File: src/rtl/jg_pkg.sv
// Shared types and the reference verdict function for the judging unit.
// The function is width-generic through an explicit voter count.
package jg_pkg;

  localparam int JG_MAX_N = 64;

  typedef enum logic {
    JG_EMPTY = 1'b0,
    JG_FULL  = 1'b1
  } jg_state_e;

  // Returns {pass, none}; only v[n-1:0] is looked at.
  function automatic logic [1:0] jg_verdict(
    input logic [JG_MAX_N-1:0] v,
    input int                  n,
    input int                  k
  );
    int   c;
    logic any;
    c   = 0;
    any = 1'b0;
    for (int i = 0; i < n; i++) begin
      any = any | v[i];
      if (i < n - 1 && v[i]) c++;
    end
    return {v[n-1] && (c >= k), !any};
  endfunction

endpackage

File: src/rtl/jg_if.sv
// Vote-in / verdict-out bundle with valid/ready on both sides.
// slave is the judge; master is whoever drives it.
interface jg_if #(
  parameter int N     = 3,
  parameter int CNT_W = 8
);
  logic             in_valid;
  logic             in_ready;
  logic [N-1:0]     votes;
  logic             out_valid;
  logic             out_ready;
  logic             pass;
  logic             none;
  logic [CNT_W-1:0] round_cnt;
  logic [CNT_W-1:0] pass_cnt;
  logic             clr;

  modport master (
    output in_valid, votes, out_ready, clr,
    input  in_ready, out_valid, pass, none,
    input  round_cnt, pass_cnt
  );

  modport slave (
    input  in_valid, votes, out_ready, clr,
    output in_ready, out_valid, pass, none,
    output round_cnt, pass_cnt
  );
endinterface

File: src/rtl/jg_popcount.sv
// Combinational count of set bits in a W-bit vector.
module jg_popcount #(
  parameter int W  = 2,
  parameter int CW = $clog2(W + 1)
) (
  input  logic [W-1:0]  bits_i,
  output logic [CW-1:0] cnt_o
);

  always_comb begin
    cnt_o = '0;
    for (int i = 0; i < W; i++) begin
      cnt_o = cnt_o + CW'(bits_i[i]);
    end
  end

endmodule

File: src/rtl/jg_judge.sv
// Registered N-voter judge: chief plus quorum of K ordinary voters,
// one-deep output register with valid/ready and saturating tallies.
module jg_judge
  import jg_pkg::*;
#(
  parameter int N     = 3,
  parameter int K     = 1,
  parameter int CNT_W = 8
) (
  input logic clk,
  input logic rst,
  jg_if.slave bus
);

  localparam int PW = N - 1;
  localparam int CW = $clog2(N);

  if (N < 2) begin : g_bad_n
    $error("jg_judge: N must be at least 2");
  end
  if (K < 0 || K > N - 1) begin : g_bad_k
    $error("jg_judge: K must be in 0..N-1");
  end

  jg_state_e        state_q, state_d;
  logic             pass_q, pass_d;
  logic             none_q, none_d;
  logic [CNT_W-1:0] rcnt_q, rcnt_d;
  logic [CNT_W-1:0] pcnt_q, pcnt_d;

  logic [CW-1:0]    pop;
  logic             pass_c;
  logic             none_c;
  logic             full;
  logic             acc;
  logic [CNT_W-1:0] rbase;
  logic [CNT_W-1:0] pbase;

  jg_popcount #(.W(PW), .CW(CW)) u_pop (
    .bits_i (bus.votes[N-2:0]),
    .cnt_o  (pop)
  );

  assign pass_c = bus.votes[N-1] && (int'(pop) >= K);
  assign none_c = (bus.votes == '0);

  assign full         = (state_q == JG_FULL);
  assign bus.in_ready = !full || bus.out_ready;
  assign acc          = bus.in_valid && bus.in_ready;

  // clr only zeroes the base; an accept in the same cycle counts on top.
  assign rbase = bus.clr ? '0 : rcnt_q;
  assign pbase = bus.clr ? '0 : pcnt_q;

  always_comb begin
    state_d = state_q;
    pass_d  = pass_q;
    none_d  = none_q;
    rcnt_d  = rbase;
    pcnt_d  = pbase;
    if (acc) begin
      state_d = JG_FULL;
      pass_d  = pass_c;
      none_d  = none_c;
      if (rbase != '1) rcnt_d = rbase + 1'b1;
      if (pass_c && pbase != '1) pcnt_d = pbase + 1'b1;
    end else if (full && bus.out_ready) begin
      state_d = JG_EMPTY;
    end
  end

  always_ff @(posedge clk) begin
    if (rst) begin
      state_q <= JG_EMPTY;
      pass_q  <= 1'b0;
      none_q  <= 1'b0;
      rcnt_q  <= '0;
      pcnt_q  <= '0;
    end else begin
      state_q <= state_d;
      pass_q  <= pass_d;
      none_q  <= none_d;
      rcnt_q  <= rcnt_d;
      pcnt_q  <= pcnt_d;
    end
  end

  assign bus.out_valid = full;
  assign bus.pass      = pass_q;
  assign bus.none      = none_q;
  assign bus.round_cnt = rcnt_q;
  assign bus.pass_cnt  = pcnt_q;

endmodule
File: src/flat_wrapper.sv
// flat-port wrapper written by rule: the top's interface ports become plain ports
module jg_judge_flat import jg_pkg::*;
#(
  parameter int N     = 3,
  parameter int K     = 1,
  parameter int CNT_W = 8
)
  (clk, rst, bus_in_valid, bus_votes, bus_out_ready, bus_clr, bus_in_ready, bus_out_valid, bus_pass, bus_none, bus_round_cnt, bus_pass_cnt);
  jg_if #(.N(N), .CNT_W(CNT_W)) bus_i ();
  input logic clk;
  input logic rst;
  input wire logic [$bits(bus_i.in_valid)-1:0] bus_in_valid;
  input wire logic [$bits(bus_i.votes)-1:0] bus_votes;
  input wire logic [$bits(bus_i.out_ready)-1:0] bus_out_ready;
  input wire logic [$bits(bus_i.clr)-1:0] bus_clr;
  output wire logic [$bits(bus_i.in_ready)-1:0] bus_in_ready;
  output wire logic [$bits(bus_i.out_valid)-1:0] bus_out_valid;
  output wire logic [$bits(bus_i.pass)-1:0] bus_pass;
  output wire logic [$bits(bus_i.none)-1:0] bus_none;
  output wire logic [$bits(bus_i.round_cnt)-1:0] bus_round_cnt;
  output wire logic [$bits(bus_i.pass_cnt)-1:0] bus_pass_cnt;
  assign bus_i.in_valid = bus_in_valid;
  assign bus_i.votes = bus_votes;
  assign bus_i.out_ready = bus_out_ready;
  assign bus_i.clr = bus_clr;
  assign bus_in_ready = bus_i.in_ready;
  assign bus_out_valid = bus_i.out_valid;
  assign bus_pass = bus_i.pass;
  assign bus_none = bus_i.none;
  assign bus_round_cnt = bus_i.round_cnt;
  assign bus_pass_cnt = bus_i.pass_cnt;
  jg_judge #(.N(N), .K(K), .CNT_W(CNT_W)) u_core (.clk(clk), .rst(rst), .bus(bus_i));
endmodule
File: config.mk
export PLATFORM = sky130hd
export DESIGN_NAME = jg_judge_flat
export DESIGN_NICKNAME = d
export VERILOG_FILES = /design/src/rtl/jg_pkg.sv /design/src/rtl/jg_if.sv /design/src/rtl/jg_popcount.sv /design/src/rtl/jg_judge.sv /design/src/flat_wrapper.sv
export SDC_FILE = /design/constraint.sdc
export NUM_CORES = 1
export LEC_CHECK = 0
export ABC_CLOCK_PERIOD_IN_PS = 1900
export BUFFER_PORTS_ARGS = -buffer_cell sky130_fd_sc_hd__buf_2
export CAP_MARGIN = 30
export CELL_PAD_IN_SITES_DETAIL_PLACEMENT = 1
export CELL_PAD_IN_SITES_GLOBAL_PLACEMENT = 1
export CORE_MARGIN = 3
export CORE_UTILIZATION = 37
export DETAILED_ROUTE_END_ITERATION = 7
export GPL_TIMING_DRIVEN = 0
export PLACE_DENSITY_LB_ADDON = 0.05
export SLEW_MARGIN = 20
export SYNTH_ARGS = -nofsm -noshare
export SYNTH_HDL_FRONTEND = slang
export SYNTH_SLANG_ARGS = --single-unit
File: constraint.sdc
create_clock -name clk -period 1.9 [get_ports clk]
set_input_delay 0.38 -clock clk [delete_from_list [all_inputs] [get_ports clk]]
set_output_delay 0.38 -clock clk [all_outputs]
set_load 0.1 [all_outputs]
Word level (Yosys, flattened, before mapping)
Index checks and enable logic that the tools add are counted.
- add/sub/neg operators: 3
- magnitude comparators: 1
- equal/unequal tests: 2
- mux-type cells: 8
- reduce and logical (&&, ||, !) cells: 8
- operators with widths (cell ; count):
    $mux 8 ; 6
    $add 8x1->8 const B ; 2
    $ne 8x8->1 const B ; 2
    $logic_and 1x1->1 ; 4
    $logic_not 3->1 ; 1
    $add 1x1->2 ; 1
    $ge 2x1->1 const B ; 1
    $mux 1 ; 2
    $reduce_bool 2->1 ; 1
    $logic_not 1->1 ; 1
    $logic_or 1x1->1 ; 1
- register bits after elaboration: 19
- input port bits: 8
- output and inout port bits: 20
- word-level logic and storage cells: 27

Logic depth before layout (Yosys ltp)
Gate-level depths: netlist (run 1).
- depth in word-level cells: 6
- mapped depth: 6
- mapped depth without buffers: 6

Hierarchy
Synthesis (run 1) repeated with hierarchy kept, for this count alone.
- cell total of the unflattened synthesis: 112
- area total of the unflattened synthesis: 985.9 um2
- by module, submodules not included (module ; times used ; cells each ; area an instance (um2) ; sequential area each (um2)):
    jg_judge ; 1 ; 111 ; 973.4 ; 380.4
    jg_popcount ; 1 ; 1 ; 12.5 ; 0.0

Worst setup path before layout (run 1)
OpenSTA, ideal clock, no wires.
- path kind: register to register
- from: reg u_core.pcnt_q[0], in the netlist u_core.bus.pass_cnt[0]
- to: reg u_core.pcnt_q[5], in the netlist u_core.bus.pass_cnt[5]
- setup time: 0.123 ns
- data arrival time: 2.165 ns
- data required time: 1.777 ns
- slack: -0.388 ns
- cell stages (with the launch flop): 7
- path buffers: 0
- clock period less this slack: 2.288 ns
- path through: dfxtp_1 and2b_2 ha_1 inv_1 o2111ai_1 nor2_1 mux2_1
- longest elaborated chain between the ends: 5
- elaborated cells on any way between the ends: 6
- classes of those cells: add/sub: 1; eq/ne: 1; mux: 3; reduce/logical: 1
- ends and longest elaborated chain (what ; RTL line ; source):
    start, declared ; jg_judge.sv:29 ; logic [CNT_W-1:0] pcnt_q, pcnt_d;
    start signal, assigned ; jg_judge.sv:84 ; pcnt_q <= pcnt_d;
    $mux 8 * ; jg_judge.sv:53 ; assign pbase = bus.clr ? '0 : pcnt_q;
    branches (longest 2 deep; another with $add 8x1->8) ; n/a ;
    $mux 8 * ; jg_judge.sv:66 ; if (pass_c && pbase != '1) pcnt_d = pbase + 1'b1;
    $mux 8 * ; jg_judge.sv:61 ; if (acc) begin
Mark *: on every way between the ends.
A chain may end at the register's enable or synchronous reset.

Final worst setup path (run 1)
- from: reg u_core.pcnt_q[0], in the netlist u_core.bus.pass_cnt[0]
- to: reg u_core.pcnt_q[3], in the netlist u_core.bus.pass_cnt[3]
The elaborated chain is that of the path after synthesis.

==> flow_metrics.env, run 1 <==
export IMPL_outcome="completed"
export IMPL_worst_r2r_endpoint="u_core.bus.pass_cnt[3]"
export IMPL_grt_first_pass_wirelength_mm=4.57
export IMPL_route_detailed_vias_per_inst=5.95
export IMPL_slowest_stage_cell_on_the_critical_path="sky130_fd_sc_hd__or4_1"
export IMPL_cts_root_buffer="sky130_fd_sc_hd__clkbuf_4"
export IMPL_timing_max_cap_violations=0
export IMPL_core_area_mm2=0.00252
export IMPL_finalSetupViolCount=0
export IMPL_area_fraction_in_and_or_nand_and_nor_cells_after_synthesis=0.279
export IMPL_tritoncts="built"
export IMPL_startpoint_type="register"
export IMPL_mappedNetlistNets=121
export IMPL_mostFrequentLayoutCells="sky130_fd_sc_hd__buf_2, sky130_fd_sc_hd__a21oi_1, sky130_fd_sc_hd__dfxtp_2, sky130_fd_sc_hd__nand2_1, sky130_fd_sc_hd__dfxtp_1"
export IMPL_overall_via_count_from_detail_route=1024
export IMPL_post_synth_xor_area_fraction=0
export IMPL_launch_instance_of_the_worst_min_delay_path="bus_in_valid"
export IMPL_path_class="reg -> reg"
export IMPL_final_net_count=152
export IMPL_cts_inserted_buffers=3
export IMPL_maxClockFrequency_mhz=570
export IMPL_postRouteWirelength_mm=2.61
export IMPL_layout_setup_ws_ns=0.147
export IMPL_detail_route_first_pass_iterations=2
export IMPL_place_port_buffers=26
export IMPL_synth_cells=112
export IMPL_synth_edff_count=0
export IMPL_power_density_of_the_placed_cells_mw_per_mm2=602
export IMPL_critPathArrivalTime_ns=1.98
export IMPL_hold_end="u_core.bus.out_valid"
export IMPL_initial_utilization=0.398
export IMPL_syn_area_mm2=0.00100
export IMPL_critPathMaxFanout=7
export IMPL_ys_warn_count=0
export IMPL_clock_tree_buffer_depth=2
export IMPL_unrepaired_setup_endpoints_after_global_routing="no"
export IMPL_synth_compound_area_frac=0.252
export IMPL_synth_seq_area_share=0.379
export IMPL_vdd_ir_drop_max_uv=359
export IMPL_route_detailed_wl_per_inst_um=15.2
export IMPL_critical_path_max_stage_delay_ns=0.47
export IMPL_htree_levels=1
export IMPL_dp_hpwl_mm=2.05
export IMPL_worst_clock_skew_ns=0.00654
export IMPL_final_period_utilization=0.923
export IMPL_routability_congestion=0.755
export IMPL_crit_path_cell_trace="and2b_2 > ha_2 > and3_1 > buf_6 > or4_1 > a21oi_1"
export IMPL_min_path_cells=3
export IMPL_final_min_clock_period_ns=1.75
export IMPL_first_global_vias=1018
export IMPL_critPathRequiredTime_ns=2.12
export IMPL_share_of_async_settable_or_async_resettable_flops_after_synthesis=0
export IMPL_critical_path_endpoint_type="register"
export IMPL_chipWidth_um=58.1
export IMPL_pre_cts_ws_ns=-0.148
export IMPL_synth_lib_cells_used_distinct=40
export IMPL_ant_nets=0
export IMPL_core_rowCount=18
export IMPL_max_slew_margin_rel=0.674
export IMPL_post_cts_buffers=0
export IMPL_hold_class="in -> reg"
export IMPL_timing_final_hold_violations=0
export IMPL_die_area_mm2=0.00337
export IMPL_clk_transition_reported_paths_ns=0.11
export IMPL_yosys_register_bits=19
export IMPL_drv_slew=0
export IMPL_clock_sink_count=19
export IMPL_global_route_overflow_total=0
export IMPL_grt_antenna_before_repair=0
export IMPL_num_fill_cells=327
export IMPL_drive_above_1_share=0.373
export IMPL_grt_max_degree=12
export IMPL_clock_insertion_delay_worst_skew_ns=0.30
export IMPL_worst_r2r_startpoint="u_core.bus.pass_cnt[0]"
export IMPL_drt_first_iter_violations=13
export IMPL_yosys_area_share_adder=0.0125
export IMPL_finalPower_w=0.000734
export IMPL_grtUsageTotal=0.176
export IMPL_syn2layout_area_growth_pct=21.4
export IMPL_synth_top_family_by_area="simple AND/OR/NAND/NOR gates"
export IMPL_layout_cells_most_common="sky130_fd_sc_hd__buf_2"
export IMPL_worstRegToRegCells=6
export IMPL_num_antenna_cells=0
export IMPL_leakagePower_nw=0.486
export IMPL_regToRegSetupSlack_ns=0.15
export IMPL_commonest_register_cell_after_synthesis="sky130_fd_sc_hd__dfxtp_1"
export IMPL_syn_avg_cell_area_um2=8.96
export IMPL_yosys_mux_area_fraction=0.0112
export IMPL_remaining_drc_errors=0
export IMPL_pin_count=28
export IMPL_die_height_um=58.1
export IMPL_max_slew_worst_pin_slew_ns=0.489
## cell families after synthesis
group                      Yosys count
AOI/OAI and AO/OA                   35
adders and majority gates            1
buffers and inverters                9
DFF                                 19
muxes                                1
and+or+nand+nor                     47
## timing repair
item,CTS,global route
hold buffers,0,0
resized for setup,0,3
setup endpoints to repair,0,2
## stage by stage
stage / instance area (um^2) / util / setup TNS, ns / hold WS (ns) / instances
after floorplan: 1020 / - / -0.0379 / 0.549 / 112
after global placement: 1190 / 0.471 / -0.351 / 0.437 / 168
after detailed placement: 1190 / 0.471 / -0.418 / 0.444 / 168
after CTS: 1220 / 0.482 / 0 / 0.352 / 172
after global routing: 1220 / 0.483 / 0 / 0.360 / 172
final: 1220 / 0.483 / 0 / 0.371 / 172
## flip-flops by register name (all words and copies together), names as in the netlist
register              cells
u_core.bus.round_cnt      8
u_core.bus.pass_cnt       8
u_core.bus.none           1
u_core.bus.out_valid      1
u_core.bus.pass           1
## per-layer routing
metal | part of all wire | track usage | up-vias
met1 | 0.43 | 0.204 | 504
li1 | - | - | 503
met5 | 0 | 0 | -
met4 | 0.0088 | 0.0795 | 0
met3 | 0.033 | 0.0290 | 2
met2 | 0.53 | 0.313 | 15
## worst max path at each step
stage                           start                      to  slack (ns)  depth (start not counted)
2_1_floorplan  u_core.bus.pass_cnt[1]  u_core.bus.pass_cnt[5]       -0.04                          6
3_5_place_dp                  bus_clr  u_core.bus.pass_cnt[3]       -0.15                          7
6_report       u_core.bus.pass_cnt[0]  u_core.bus.pass_cnt[3]        0.15                          6
3_3_place_gp                  bus_clr  u_core.bus.pass_cnt[3]       -0.13                          7
4_1_cts        u_core.bus.pass_cnt[0]  u_core.bus.pass_cnt[3]        0.09                          6
5_1_grt        u_core.bus.pass_cnt[0]  u_core.bus.pass_cnt[3]        0.07                          6
## where the power goes
| part | switching (W) | internal (W) | total (W) | leakage, nW |
|---|---|---|---|---|
| logic | 0.0000906 | 0.0000279 | 0.000118 | 0.309 |
| clock network | 0.000128 | 0.0000783 | 0.000206 | 0.0177 |
| registers | 0.00000496 | 0.000404 | 0.000409 | 0.160 |
| total | 0.000224 | 0.000510 | 0.000734 | 0.486 |
## layout make-up
cell class | instances | area, um^2 | area share
multi-input cells | 84 | 559 | 0.459
flip-flops and latches | 19 | 398 | 0.326
repair buffers | 26 | 130 | 0.107
plain buffers | 6 | 55.1 | 0.0452
well taps | 30 | 37.5 | 0.0308
clock buffers | 3 | 22.5 | 0.0185
inverters | 3 | 11.3 | 0.00924
clock inverters | 1 | 5.00 | 0.00411
## cells in the mapped netlist, drive strengths merged (2+ instances only)
library cell  number  share of area
o21ai              3          0.015
inv                3          0.011
nand4              2          0.012
clkbuf             2          0.017
nand3              4          0.020
a41oi              3          0.026
a211oi             4          0.030
and3               2          0.012
nand2b             2          0.012
o311ai             2          0.017
a2111o             2          0.022
o2111ai            2          0.024
a21oi             12          0.060
or3                2          0.012
nor2               6          0.022
and4b              2          0.020
or4                3          0.022
and4               3          0.026
dfxtp             19           0.38
nand2              8          0.030
and2b              4          0.036
nor3               5          0.025
buf                4          0.037
## critical path, delay by kind of cell, from the launching register on
family / cells / cell delay [ns]
flip-flops: 1 / 0.37
buffers and inverters: 1 / 0.13
adder cells (fa/ha/maj): 1 / 0.21
AND/OR/NAND/NOR: 3 / 0.83
AO/OA/AOI/OAI: 1 / 0.15
(Power assumes the default switching activity.)
==> inputs of run 2 (changes only) <==
--- a/config.mk
+++ b/config.mk
@@ -10,6 +10,7 @@
 export CAP_MARGIN = 30
 export CELL_PAD_IN_SITES_DETAIL_PLACEMENT = 1
 export CELL_PAD_IN_SITES_GLOBAL_PLACEMENT = 1
+export CORE_ASPECT_RATIO = 1.25
 export CORE_MARGIN = 3
 export CORE_UTILIZATION = 37
 export DETAILED_ROUTE_END_ITERATION = 7
==> run 2 against run 1 <==
Cell count is 1.7% higher. Sequential share of layout area unchanged. Sequential power barely moved. Worst hold slack got worse by 0.027 ns. Combinational power is essentially flat. Non-clock buffer count is the same. Count of clock-buffer cells in the layout up 1. Sequential cell count unchanged. Clock power increased by 2%. Design area is the same.
==> flow_metrics.env, run 2 (synthesis results as in run 1) <==
export IMPL_part_of_the_power_in_combinational_logic=0.160
export IMPL_global_route_overflow_total=0
export IMPL_first_global_vias=1002
export IMPL_cts_root_buffer="sky130_fd_sc_hd__clkbuf_4"
export IMPL_drt_first_iter_violations=1
export IMPL_grt_antenna_before_repair=0
export IMPL_startpoint_type="register"
export IMPL_grt_first_pass_wirelength_mm=4.55
export IMPL_grt_max_degree=11
export IMPL_route_detailed_vias_per_inst=5.69
export IMPL_internal_power_w=0.000514
export IMPL_pwr_share_clk=0.286
export IMPL_finish_utilization=0.487
export IMPL_switchingPower_w=0.000225
export IMPL_outcome="completed"
export IMPL_final_period_utilization=0.956
export IMPL_path_class="reg -> reg"
export IMPL_layout_cells_most_common="sky130_fd_sc_hd__buf_2"
export IMPL_critPathMaxFanout=7
export IMPL_unrepaired_setup_endpoints_after_global_routing="no"
export IMPL_ant_nets=0
export IMPL_htree_levels=1
export IMPL_num_antenna_cells=0
export IMPL_chipWidth_um=52.6
export IMPL_clk_transition_reported_paths_ns=0.11
export IMPL_mostFrequentLayoutCells="sky130_fd_sc_hd__buf_2, sky130_fd_sc_hd__a21oi_1, sky130_fd_sc_hd__dfxtp_2, sky130_fd_sc_hd__nand2_1, sky130_fd_sc_hd__dfxtp_1"
export IMPL_max_slew_worst_pin_slew_ns=0.495
export IMPL_power_density_of_the_placed_cells_mw_per_mm2=606
export IMPL_leakagePower_nw=0.486
export IMPL_switching_share=0.305
export IMPL_critical_path_max_stage_delay_ns=0.46
export IMPL_maxClockFrequency_mhz=551
export IMPL_overall_via_count_from_detail_route=996
export IMPL_critPathRequiredTime_ns=2.13
export IMPL_tritoncts="built"
export IMPL_timing_max_cap_violations=0
export IMPL_die_height_um=64.2
export IMPL_critical_path_top_delay_family="simple AND/OR/NAND/NOR gates"
export IMPL_max_slew_margin_rel=0.670
export IMPL_clock_sink_count=19
export IMPL_critPathArrivalTime_ns=2.05
export IMPL_cp_buffers_inverters=1
export IMPL_vdd_ir_drop_max_uv=287
export IMPL_critical_path_endpoint_type="register"
export IMPL_pin_count=28
export IMPL_clock_tree_buffer_depth=2
export IMPL_drv_slew=0
export IMPL_timing_final_hold_violations=0
export IMPL_crit_path_cell_trace="and2b_2 > ha_1 > and3_1 > buf_6 > or4_1 > a21oi_1"
export IMPL_slowest_stage_cell_on_the_critical_path="sky130_fd_sc_hd__or4_1"
export IMPL_syn2layout_area_growth_pct=21.4
export IMPL_dp_hpwl_mm=2.04
export IMPL_core_area_mm2=0.00250
export IMPL_final_min_clock_period_ns=1.82
export IMPL_postRouteWirelength_mm=2.65
export IMPL_remaining_drc_errors=0
export IMPL_finalPower_w=0.000739
export IMPL_initial_utilization=0.401
export IMPL_worst_clock_skew_ns=0.00420
export IMPL_finalSetupViolCount=0
export IMPL_clock_insertion_delay_worst_skew_ns=0.30
export IMPL_route_detailed_wl_per_inst_um=15.1
export IMPL_power_share_sequential=0.554
export IMPL_grtUsageTotal=0.173
export IMPL_core_rowCount=20
export IMPL_routability_congestion=0.762
export IMPL_detail_route_first_pass_iterations=4
export IMPL_hold_class="in -> reg"
export IMPL_cts_inserted_buffers=3
export IMPL_final_net_count=152
export IMPL_place_port_buffers=26
export IMPL_die_area_mm2=0.00338
export IMPL_drive_above_1_share=0.359
## run 2: cell count changes in the layout (fill, tap and decap cells not counted)
cell,change
sky130_fd_sc_hd__clkbuf_1,+1
sky130_fd_sc_hd__clkinv_2,-1
sky130_fd_sc_hd__ha_1,+1
sky130_fd_sc_hd__ha_2,-1
## run 2: worst paths after layout
kind | startpoint | end | slack, ns | cells past startpoint
worst max-delay path | u_core.bus.pass_cnt[0] | u_core.bus.pass_cnt[3] | 0.08 | 6
worst min-delay path | bus_in_valid | u_core.bus.out_valid | 0.34 | 3
worst max register to register | u_core.bus.pass_cnt[0] | u_core.bus.pass_cnt[3] | 0.08 | 6
worst min register to register | u_core.bus.none | u_core.bus.none | 0.47 | 2
## run 2: area by class of cell
type | instances | area [um^2]
Fill cell | 335 | 1280
Multi-Input combinational cell | 84 | 557
Sequential cell | 19 | 398
Timing Repair Buffer | 26 | 130
Buffer | 6 | 55.1
Tap cell | 33 | 41.3
Clock buffer | 4 | 26.3
Inverter | 3 | 11.3
## run 2: stage by stage
step	cell area (um^2)	worst slack [ns]	hold WS [ns]	cells	setup TNS [ns]
global route	1220	0.00413	0.334	175	0
global placement	1190	-0.113	0.438	171	-0.323
detailed placement	1190	-0.151	0.464	171	-0.377
finish	1220	0.0840	0.344	175	0
CTS	1220	0.0955	0.331	175	0
floorplan	1020	-0.0379	0.549	112	-0.0379
## run 2: worst register-to-register path: stages, from the launching register on
cell                      delay, ns
sky130_fd_sc_hd__dfxtp_4       0.37
sky130_fd_sc_hd__and2b_2       0.21
sky130_fd_sc_hd__ha_1          0.25
sky130_fd_sc_hd__and3_1        0.18
sky130_fd_sc_hd__buf_6         0.12
sky130_fd_sc_hd__or4_1         0.46
sky130_fd_sc_hd__a21oi_1       0.15
## run 2: routing by layer
layer	GRT usage	wire, um	vias up
met5	0	0	-
met4	0.0607	15	0
met3	0.0233	91	2
met2	0.312	1400	15
met1	0.201	1150	483
li1	-	-	496
## run 2: timing repair
action / CTS / global route
hold buffers: 0 / 0
gates resized for setup: 0 / 2
hold endpoints to repair: 0 / 0
setup buffers: 0 / 0
setup endpoints to repair: 0 / 2
## run 2: power groups by stage
stage          Clock (W)  Combinational, W  Sequential [W]
6_report        0.000211          0.000118        0.000409
5_1_grt         0.000242          0.000126        0.000411
4_1_cts         0.000223          0.000119        0.000410
3_5_place_dp           0          0.000119        0.000419
3_3_place_gp           0          0.000117        0.000418
2_1_floorplan          0         0.0000447        0.000463
